<file path="config.mk">
export PLATFORM = sky130hd
export DESIGN_NAME = bcd_digit_scanner
export DESIGN_NICKNAME = d
export VERILOG_FILES = /design/src/rtl/bcd_digit_scanner.sv
export SDC_FILE = /design/constraint.sdc
export NUM_CORES = 1
export LEC_CHECK = 0
export CAP_MARGIN = 30
export CORE_UTILIZATION = 46
export DETAILED_ROUTE_END_ITERATION = 8
export PLACE_DENSITY_LB_ADDON = 0.3
export SYNTH_ARGS = -nofsm -noshare
export SYNTH_HDL_FRONTEND = slang
export SYNTH_SLANG_ARGS = --single-unit
</file>
<file path="constraint.sdc">
create_clock -name clk -period 3.42 [get_ports clk]
set_input_delay 0.513 -clock clk [delete_from_list [all_inputs] [get_ports clk]]
set_output_delay 0.513 -clock clk [all_outputs]
set_load 0.1 [all_outputs]
</file>
<file path="src/rtl/bcd_digit_scanner.sv">
// -----------------------------------------------------------------------------
// bcd_digit_scanner
//   Upstream feeder for a BCD-to-seven-segment decoder. A binary value is
//   converted to DIGITS packed BCD digits by sequential double-dabble (one
//   shift per clock). The committed digits are then time-multiplexed onto a
//   single 4-bit bus with an active-low one-hot digit select.
//
// Ports
//   clk        in   1       rising-edge clock
//   rst_n      in   1       synchronous reset, active-low
//   load       in   1       convert bin_in; honoured only while busy=0
//   bin_in     in   BIN_W   unsigned binary value
//   busy       out  1       conversion in progress
//   overflow   out  1       last accepted value was >= 10**DIGITS
//   bcd        out  4       digit of the current scan slot
//   digit_sel  out  DIGITS  active-low one-hot select of the current slot
//
// Build option
//   LEADING_ZERO_BLANK_EN : when defined, slots above the most significant
//   nonzero committed digit drive digit_sel all ones (slot 0 never blanks).
//   When undefined, every slot is always enabled.
// -----------------------------------------------------------------------------
module bcd_digit_scanner #(
  parameter int BIN_W    = 14,
  parameter int DIGITS   = 4,
  parameter int SCAN_DIV = 50000
) (
  input  logic              clk,
  input  logic              rst_n,
  input  logic              load,
  input  logic [BIN_W-1:0]  bin_in,
  output logic              busy,
  output logic              overflow,
  output logic [3:0]        bcd,
  output logic [DIGITS-1:0] digit_sel
);

  localparam int ACC_W  = 4 * DIGITS;
  localparam int CNT_W  = $clog2(BIN_W + 1);
  localparam int PRE_W  = (SCAN_DIV > 1) ? $clog2(SCAN_DIV) : 1;
  localparam int SLOT_W = (DIGITS > 1) ? $clog2(DIGITS) : 1;

  localparam logic [63:0]      LIMIT     = 64'(10 ** DIGITS);
  localparam logic [ACC_W-1:0] ALL_NINES = {DIGITS{4'h9}};

  typedef enum logic [1:0] {S_IDLE, S_SHIFT, S_COMMIT} state_t;

  state_t              state_q, state_d;
  logic [BIN_W-1:0]    bin_q, bin_d;
  logic [ACC_W-1:0]    acc_q, acc_d;
  logic [ACC_W-1:0]    acc_adj;
  logic [CNT_W-1:0]    cnt_q, cnt_d;
  logic                ovf_q, ovf_d;
  logic [ACC_W-1:0]    disp_q, disp_d;
  logic [PRE_W-1:0]    pre_q, pre_d;
  logic [SLOT_W-1:0]   slot_q, slot_d;
  logic [3:0]          bcd_q, bcd_d;
  logic [DIGITS-1:0]   sel_q, sel_d;
`ifdef LEADING_ZERO_BLANK_EN
  logic                upper_nz;
`endif

  // ---------------------------------------------------------------------------
  // FSM: state register
  // ---------------------------------------------------------------------------
  // NOTE: sequential state uses non-blocking assignments so every register
  // samples pre-edge values; the reset is synchronous, so it lives inside the
  // clocked branch rather than in the sensitivity list.
  always_ff @(posedge clk) begin
    if (!rst_n) state_q <= S_IDLE;
    else        state_q <= state_d;
  end

  // FSM: next-state logic
  always_comb begin
    // NOTE: default every combinational output first so no path infers a latch.
    state_d = state_q;
    unique case (state_q)
      S_IDLE:   if (load) state_d = S_SHIFT;
      S_SHIFT:  if (cnt_q == CNT_W'(BIN_W - 1)) state_d = S_COMMIT;
      S_COMMIT: state_d = S_IDLE;
      default:  state_d = S_IDLE;
    endcase
  end

  // FSM: outputs
  always_comb begin
    busy = (state_q != S_IDLE);
  end

  // ---------------------------------------------------------------------------
  // Double-dabble datapath
  // ---------------------------------------------------------------------------
  // Per-nibble "add 3 if >= 5"; nibbles never carry into each other.
  always_comb begin
    acc_adj = acc_q;
    for (int i = 0; i < DIGITS; i++) begin
      if (acc_q[4*i +: 4] >= 4'd5) acc_adj[4*i +: 4] = acc_q[4*i +: 4] + 4'd3;
    end
  end

  always_comb begin
    bin_d  = bin_q;
    acc_d  = acc_q;
    cnt_d  = cnt_q;
    ovf_d  = ovf_q;
    disp_d = disp_q;
    unique case (state_q)
      S_IDLE: begin
        if (load) begin
          bin_d = bin_in;
          acc_d = '0;
          cnt_d = '0;
          ovf_d = (64'(bin_in) >= LIMIT);
        end
      end
      S_SHIFT: begin
        acc_d = {acc_adj[ACC_W-2:0], bin_q[BIN_W-1]};
        bin_d = bin_q << 1;
        cnt_d = cnt_q + CNT_W'(1);
      end
      S_COMMIT: disp_d = ovf_q ? ALL_NINES : acc_q;
      default: ;
    endcase
  end

  // ---------------------------------------------------------------------------
  // Scan: free-running prescaler and slot index. bcd/digit_sel are computed
  // from the next-cycle display and slot, so a commit is visible on the same
  // edge that writes the display register.
  // ---------------------------------------------------------------------------
  always_comb begin
    pre_d  = pre_q + PRE_W'(1);
    slot_d = slot_q;
    if (pre_q == PRE_W'(SCAN_DIV - 1)) begin
      pre_d  = '0;
      slot_d = (slot_q == SLOT_W'(DIGITS - 1)) ? '0 : slot_q + SLOT_W'(1);
    end

    bcd_d = 4'h0;
    for (int i = 0; i < DIGITS; i++) begin
      if (SLOT_W'(i) == slot_d) bcd_d = disp_d[4*i +: 4];
    end

    sel_d = ~(DIGITS'(1) << slot_d);
`ifdef LEADING_ZERO_BLANK_EN
    // Blank when this slot and everything above it is zero; slot 0 always shows.
    upper_nz = 1'b0;
    for (int i = 0; i < DIGITS; i++) begin
      if (SLOT_W'(i) >= slot_d && disp_d[4*i +: 4] != 4'h0) upper_nz = 1'b1;
    end
    if (slot_d != '0 && !upper_nz) sel_d = '1;
`endif
  end

  always_ff @(posedge clk) begin
    if (!rst_n) begin
      bin_q  <= '0;
      acc_q  <= '0;
      cnt_q  <= '0;
      ovf_q  <= 1'b0;
      disp_q <= '0;
      pre_q  <= '0;
      slot_q <= '0;
      bcd_q  <= 4'h0;
      sel_q  <= ~DIGITS'(1);
    end else begin
      bin_q  <= bin_d;
      acc_q  <= acc_d;
      cnt_q  <= cnt_d;
      ovf_q  <= ovf_d;
      disp_q <= disp_d;
      pre_q  <= pre_d;
      slot_q <= slot_d;
      bcd_q  <= bcd_d;
      sel_q  <= sel_d;
    end
  end

  assign overflow  = ovf_q;
  assign bcd       = bcd_q;
  assign digit_sel = sel_q;

endmodule
</file>
# --- Yosys cells after proc, flatten, opt, wreduce, memory -nomap -nowiden ---
# Index checks and enable logic that the tools add are counted.
op_classes:
  add_sub_neg: 7
  magnitude_cmp: 5
  n_eq_ne: 10
  shift: 1
  mux: 21
  bitwise_logic: 2
  reduce_logical: 8
ops:
  columns: ["cell", "count"]
  rows:
  - ["16-bit 2-to-1 mux", 3]
  - ["4-bit 2-to-1 mux", 8]
  - ["16-bit one-hot mux with 2 select lines", 1]
  - ["14-bit one-hot mux with 2 select lines", 1]
  - ["16-bit by 1-bit adder with 16-bit output (second input constant)", 1]
  - ["16-bit == test (second input constant)", 1]
  - ["4-bit by 3-bit greater-or-equal comparator with 1-bit output (second input constant)", 4]
  - ["14-bit greater-or-equal comparator (second input constant)", 1]
  - ["14-bit 2-to-1 mux", 1]
  - ["4-bit by 2-bit adder with 4-bit output (second input constant)", 3]
  - ["2-bit 2-to-1 mux", 4]
  - ["4-bit one-hot mux with 2 select lines", 1]
  - ["2-bit AND reduction", 3]
  - ["4-bit by 1-bit adder with 4-bit output (second input constant)", 1]
  - ["2-bit == test (first input constant)", 2]
  - ["2-bit == test (second input constant)", 2]
  - ["4-bit == test (second input constant)", 1]
  - ["2-bit zero test", 2]
  - ["2-bit != test (second input constant)", 2]
  - ["4-bit inverter", 1]
  - ["2-bit one-hot mux with 2 select lines", 1]
  - ["2-bit nonzero test", 2]
  - ["1-bit by 2-bit left shift with 4-bit output (first input constant)", 1]
  - ["3-bit by 2-bit adder with 3-bit output (second input constant)", 1]
  - ["other kinds (6)", 6]
totals:
  regBits: 79
  in_bits: 17
  out_inout_bits: 10
  word_cells: 64

# --- Depth between registers and ports, before layout ---
# Gate-level depths: netlist (run 1).
depth:
  ltp_word: 8
  mapped_depth: 7
  mapped_depth_nobuf: 7

# --- Worst setup path after synthesis (run 1) ---
# Ideal clock, no wire load.
synth_path:
  path_kind: "reg-to-reg"
  startpoint: "register ovf_q, in the netlist overflow"
  endpoint: "register bcd_q[3], in the netlist bcd[3]"
  setup_time_ns: 0.140
  arrival_time_ns: 1.986
  required_time_ns: 3.280
  setup_slack_ns: 1.294
  path_stages_with_launch: 6
  n_path_buf: 0
  synth_period_minus_slack_ns: 2.126
  cell_sequence: "dfxtp_1 or4b_2 o21ai_0 mux2i_1 o311ai_0 a221oi_1"
synth_between:
  elab_chain_len: 6
synth_lines:
  columns: ["item", "line_no", "source"]
  rows:
  - ["start: declaration", "53", "logic ovf_q, ovf_d;"]
  - ["start signal: assignment", "171", "ovf_q <= ovf_d;"]
  - ["16-bit 2-to-1 mux *", "122", "S_COMMIT: disp_d = ovf_q ? ALL_NINES : acc_q;"]
  - ["16-bit 2-to-1 mux *", "108", "unique case (state_q)"]
  - ["4-bit 2-to-1 mux (3 in a row)", "142", "if (SLOT_W'(i) == slot_d) bcd_d = disp_d[4*i +: 4];"]
  - ["4-bit 2-to-1 mux *", "142", null]
  - ["end signal: assignment", "165", "bcd_q <= 4'h0;"]
  - ["end signal: assignment", "175", "bcd_q <= bcd_d;"]
  - ["end: declaration", "57", "logic [3:0] bcd_q, bcd_d;"]
# Mark *: on every way between the ends. The rest lies on a longest branch, timed or not.
# A chain may end at the register's enable or synchronous reset.

# --- Final worst setup path (run 1) ---
layout_path:
  startpoint: "register bcd_q[1], in the netlist bcd[1]"
  endpoint: "output port bcd[1]"
layout_rtl:
  columns: ["item", "line_no", "source"]
  rows:
  - ["end: declaration", "34", "output logic [3:0] bcd,"]
# No word-level cell between the ends.

==> results of run 1 <==
## placed cells by master, fill, tap and decap left out, drive strengths merged, types with 7 or more instances in the layout
cell type,Yosys,final
nand3,18,18
a22oi,12,12
xor2,8,8
nor3,14,14
nand2,36,36
a21oi,42,42
dfxtp,79,79
clkbuf,21,10
ha,12,12
nor2,50,50
buf,1,7
xnor2,11,11
clkdlybuf4s50,0,24
inv,11,11
o21ai,20,20
## sequential cells by signal (all words and copies together) (netlist names)
name       flops
disp_q        16
digit_sel      4
overflow       1
cnt_q          4
pre_q         16
bcd            4
state_q        2
bin_q         14
slot_q         2
acc_q         16
## metrics by stage
stage	util	cells	power, mW
after floorplan	-	410	1.05
after global placement	0.524	518	1.10
after detailed placement	0.524	518	1.10
after CTS	0.550	533	1.77
after global routing	0.550	533	1.83
final	0.550	533	1.75
## power by group
group	internal, mW	leakage, nW	switching [mW]
registers	0.937	0.640	0.0150
clock network	0.335	0.0923	0.335
logic	0.0461	0.716	0.0799
## path summary, 6_finish.rpt
check | start | end | slack (ns)
worst max register to register | overflow$_SDFFE_PN0P_ | bcd[3]$_SDFF_PN0_ | 1.22
worst max-delay path | bcd[1]$_SDFF_PN0_ | bcd[1] | 1.11
worst min register to register | pre_q[0]$_SDFF_PP0_ | pre_q[0]$_SDFF_PP0_ | 0.45
worst min-delay path | pre_q[0]$_SDFF_PP0_ | pre_q[0]$_SDFF_PP0_ | 0.45
## cell families after synthesis
logic type / share of synthesized area
multiplexers: 0.0370
XOR/XNOR: 0.0468
flip-flops: 0.445
AO/OA/AOI/OAI: 0.156
AND/OR/NAND/NOR: 0.231
buffers and inverters: 0.0419
adder cells (fa/ha/maj): 0.0423
## area by class of cell
type | count | area (µm²)
clock inverter | 5 | 60.1
timing repair buffer | 31 | 293
tap | 99 | 124
fill | 723 | 3320
clock buffer | 10 | 128
sequential | 79 | 1580
multi-input combinational | 297 | 1820
inverter | 12 | 45.0
## synthesized netlist by cell type (8+ instances only)
cell	n	area (µm²)
nand2_1	36	135
inv_1	11	41.3
ha_1	12	150
dfxtp_1	79	1580
o21ai_0	20	100
clkbuf_1	19	71.3
xnor2_1	11	96.3
nor2_1	50	188
a21oi_1	42	210
nand3_1	18	90.1
a22oi_1	12	90.1
xor2_1	8	70.1
nor3_1	14	70.1
## layer usage
layer	wire (µm)	track usage	vias to the layer above
li1	-	-	1473
met3	161	0.0330	11
met2	3550	0.328	25
met4	130	0.0874	0
met1	3480	0.244	1408
met5	0	0	-
==> flow_metrics.tcl, run 1 <==
set metrics [dict create \
    cp_top_family "buffers and inverters" \
    postPlaceCellArea_mm2 0.00386 \
    postCtsHoldBufs 0 \
    clock-sinks 79 \
    synthesis.nets 439 \
    grt_pass1_wl_mm 12.7 \
    cts_resized 0 \
    synth_ff_type "dfxtp_1" \
    antenna_cells 0 \
    critical_path.max_fanout 1 \
    finalInstanceArea_mm2 0.00405 \
    drv_slew 0 \
    initial_core_util 0.482 \
    power_leakage_nw 1.45 \
    tightest_slew_ns 1.01 \
    overflow 0 \
    firstDrtPassIters 6 \
    period_share 0.676 \
    core_mm2 0.00737 \
    cts-root-buf "clkbuf_8" \
    path_cells "clkdlybuf4s50_1" \
    drcViolationCount 0 \
    critical_path_required_ns 2.91 \
    critical_path.startpoint_type "flop" \
    numCtsBuffers 9 \
    place_congestion 0.763 \
    port_buffers 26 \
    place_hpwl_mm 5.09 \
    die_area_mm2 0.00808 \
    hold_slack_ns 0.450 \
    synth_cell_types 42 \
    rr_worst_depth 5 \
    via_per_inst 5.47 \
    skew_ns 0.00735 \
    cp-end-kind "primary output" \
    synthArstFlopShare 0 \
    io-pin-count 27 \
    wl_per_cell_um 13.8 \
    max-slew-margin-rel 0.324 \
    htreeDepth 3 \
    die_height_um 89.9 \
    nNetsFinal 459 \
    dieWidth_um 89.9 \
    synth_edf_count 0 \
    grt_pass1_vias 2800 \
    clk_pin_slew_ns 0.08 \
    antenna_found_initial 0 \
    hold_depth 1 \
    drive_gt1_frac 0.0876 \
    worst_path_max_delay_cell "clkdlybuf4s50_1" \
    clock_path_buffers 2 \
    syn_to_final_growth_pct 14.1 \
    fin_ws_ns 1.11 \
    clk_latency_ns 0.35 \
    routed_wl_mm 7.33 \
    cts_post_setup_buffers_inserted 0 \
    hold_violations 0 \
    power_density_mw_per_mm2 431 \
    outcome "finished clean" \
    place_ws_ns 1.04 \
    maxCapViolCount 0 \
    finalSetupViolCount 0 \
    cts_tree "built" \
    drtAntennaViolNets 0 \
    synth.cell_area_mm2 0.00355 \
    drt-initial-drc-count 134 \
    arrival_ns 1.80 \
    ys_warn_count 0 \
    finalCriticalPeriod_ns 2.31 \
    syn_inst 410 \
    grtUsageTotal 0.195 \
    routed-via-count 2917 \
    hold_path.class "flop to flop" \
    num_rows 31 \
    ir_worst_vdd_mv 0.225 \
    path_class "flop to primary output" \
    ys_ff_latch 79 \
    ys_seq_area_frac 0.445 \
    worst-path-stages 1 \
    max_stage_delay_ns 1.13 \
    critical_path_buf_inv_count 1 \
    grt_max_degree 29 \
    fmax_mhz 432 \
    final.setup.tns_ns 0 \
    avgSynthCellArea_um2 8.66 \
    rsz0062_at_grt "false" \
]
Note: power is estimated with default switching activity, not from simulation.
==> inputs of run 2 (changes only) <==
==> constraint.sdc (replaced) <==
create_clock -name clk -period 2.3 [get_ports clk]
set_input_delay 0.345 -clock clk [delete_from_list [all_inputs] [get_ports clk]]
set_output_delay 0.345 -clock clk [all_outputs]
set_load 0.1 [all_outputs]
==> flow_metrics.tcl, run 2 (synthesized netlist as in run 1, its figures left out) <==
set metrics [dict create \
    outcome "finished clean" \
    layout_commonest_cell "dfxtp_1" \
    internal_power_mw 2.09 \
    initial_core_util 0.482 \
    grt_max_degree 38 \
    critical_path.startpoint_type "flop" \
    place_hpwl_mm 5.06 \
    finalSetupViolCount 0 \
    clock_path_buffers 2 \
    clk_pin_slew_ns 0.08 \
    rr_worst_depth 5 \
    power_density_mw_per_mm2 664 \
    power_frac_comb 0.074 \
    wl_per_cell_um 13.5 \
    dieWidth_um 89.9 \
    cts-root-buf "clkbuf_8" \
    holdPathEnd "pre_q[0]$_SDFF_PP0_" \
    p_sw_frac 0.235 \
    p_sw_mw 0.642 \
    io-pin-count 27 \
    die_height_um 89.9 \
    port_buffers 26 \
    num-fill-cells 655 \
    via_per_inst 5.40 \
    hold_path.startpoint "pre_q[0]$_SDFF_PP0_" \
    drt-initial-drc-count 136 \
    rr_endpoint "bcd[3]$_SDFF_PN0_" \
    arrival_ns 2.31 \
    finalCriticalPeriod_ns 2.10 \
    total_power_mw 2.73 \
    power_leakage_nw 1.50 \
    cp-end-kind "flop" \
    routed_wl_mm 7.30 \
    drcViolationCount 0 \
    cts_resized 0 \
    tightest_slew_ns 0.675 \
    critical_path_required_ns 2.50 \
    skew_ns 0.0108 \
    final.setup.tns_ns 0 \
    reg_top3 "acc_q (16), disp_q (16), pre_q (16)" \
    clk_latency_ns 0.35 \
    routed-via-count 2921 \
    hold_depth 1 \
    ir_worst_vdd_mv 0.370 \
    core_mm2 0.00737 \
    antenna_cells 0 \
    place_congestion 0.751 \
    cts_post_setup_buffers_inserted 0 \
    htreeDepth 3 \
    hold_path.class "flop to flop" \
    overflow 0 \
    clockPowerShare 0.408 \
    rr_startpoint "state_q[1]$_SDFFE_PN0P_" \
    postCtsHoldBufs 0 \
    grt_pass1_wl_mm 12.7 \
    power_frac_seq 0.518 \
    path_class "flop to flop" \
    drive_gt1_frac 0.120 \
    antenna_found_initial 0 \
    maxCapViolCount 0 \
    max-slew-margin-rel 0.550 \
    clock-sinks 79 \
    grt_pass1_vias 2793 \
    hold_violations 0 \
    cts_tree "built" \
    final_util 0.558 \
    critical_path.max_fanout 9 \
    rsz0062_at_grt "false" \
    fmax_mhz 476 \
    firstDrtPassIters 4 \
    period_share 0.914 \
    syn_to_final_growth_pct 15.7 \
    nNetsFinal 466 \
    drv_slew 0 \
    layout_common_cells "dfxtp_1 (79), nor2_1 (50), a21oi_1 (42), nand2_1 (36), buf_4 (22)" \
    drtAntennaViolNets 0 \
    die_area_mm2 0.00808 \
    numCtsBuffers 9 \
    grtUsageTotal 0.193 \
    num_rows 31 \
    reg2reg_slack_ns 0.20 \
]
## run 2: changes by cell type in the layout (fill, tap and decap cells not counted), sizes merged
cell           change
clkdlybuf4s50      -8
bufinv             +1
buf               +15
clkinv             -2
inv                +1
clkbuf             +1
## run 2: metal layers
metal  vias up  global-route usage  part of all wire
li1       1493                   -                 -
met1      1388               0.235              0.47
met2        32               0.329              0.48
met3         8              0.0584             0.035
met4         0              0.0538             0.011
met5         -                   0                 0
## run 2: how the worst max path moves through the flow
stage | from | end | slack [ns] | cells after the start
floorplan | overflow$_SDFFE_PN0P_ | bcd[3]$_SDFF_PN0_ | 0.17 | 5
detailed placement | pre_q[0]$_SDFF_PP0_ | bcd[2]$_SDFF_PN0_ | 0.26 | 6
CTS | state_q[1]$_SDFFE_PN0P_ | bcd[3]$_SDFF_PN0_ | 0.25 | 5
global placement | state_q[1]$_SDFFE_PN0P_ | bcd[3]$_SDFF_PN0_ | 0.25 | 5
finish | state_q[1]$_SDFFE_PN0P_ | bcd[3]$_SDFF_PN0_ | 0.20 | 5
global route | pre_q[0]$_SDFF_PP0_ | bcd[1]$_SDFF_PN0_ | 0.04 | 6
## run 2: through the flow
step | setup slack, ns | cell area (µm²) | instances | hold slack [ns]
floorplan | 0.174 | 3550 | 410 | 0.413
global placement | 0.246 | 3900 | 525 | 0.422
detailed placement | 0.256 | 3900 | 525 | 0.435
CTS | 0.245 | 4110 | 541 | 0.446
global route | 0.0415 | 4110 | 541 | 0.477
finish | 0.199 | 4110 | 541 | 0.444
## run 2: worst max-delay path, cell delays in order, from the launching register on
cell and delay [ns]:
dfxtp_1 0.48, or4b_2 0.65, o21ai_0 0.14, mux2i_1 0.11
o311ai_0 0.45, a221oi_1 0.12
## run 2: area by class of cell
| type | count | area, µm² | share of cell area |
|---|---|---|---|
| clock buffer | 11 | 131 | 0.0320 |
| clock inverter | 5 | 81.3 | 0.0198 |
| inverter | 12 | 45.0 | 0.0110 |
| multi-input combinational | 297 | 1820 | 0.443 |
| sequential | 79 | 1580 | 0.385 |
| tap | 99 | 124 | 0.0301 |
| timing repair buffer | 38 | 325 | 0.0791 |
## run 2: power groups by stage
stage,Sequential [mW],Clock (mW),Combinational [mW]
global placement,1.44,0,0.199
detailed placement,1.44,0,0.202
CTS,1.41,1.14,0.202
finish,1.41,1.11,0.201
floorplan,1.45,0,0.117
global route,1.42,1.19,0.222
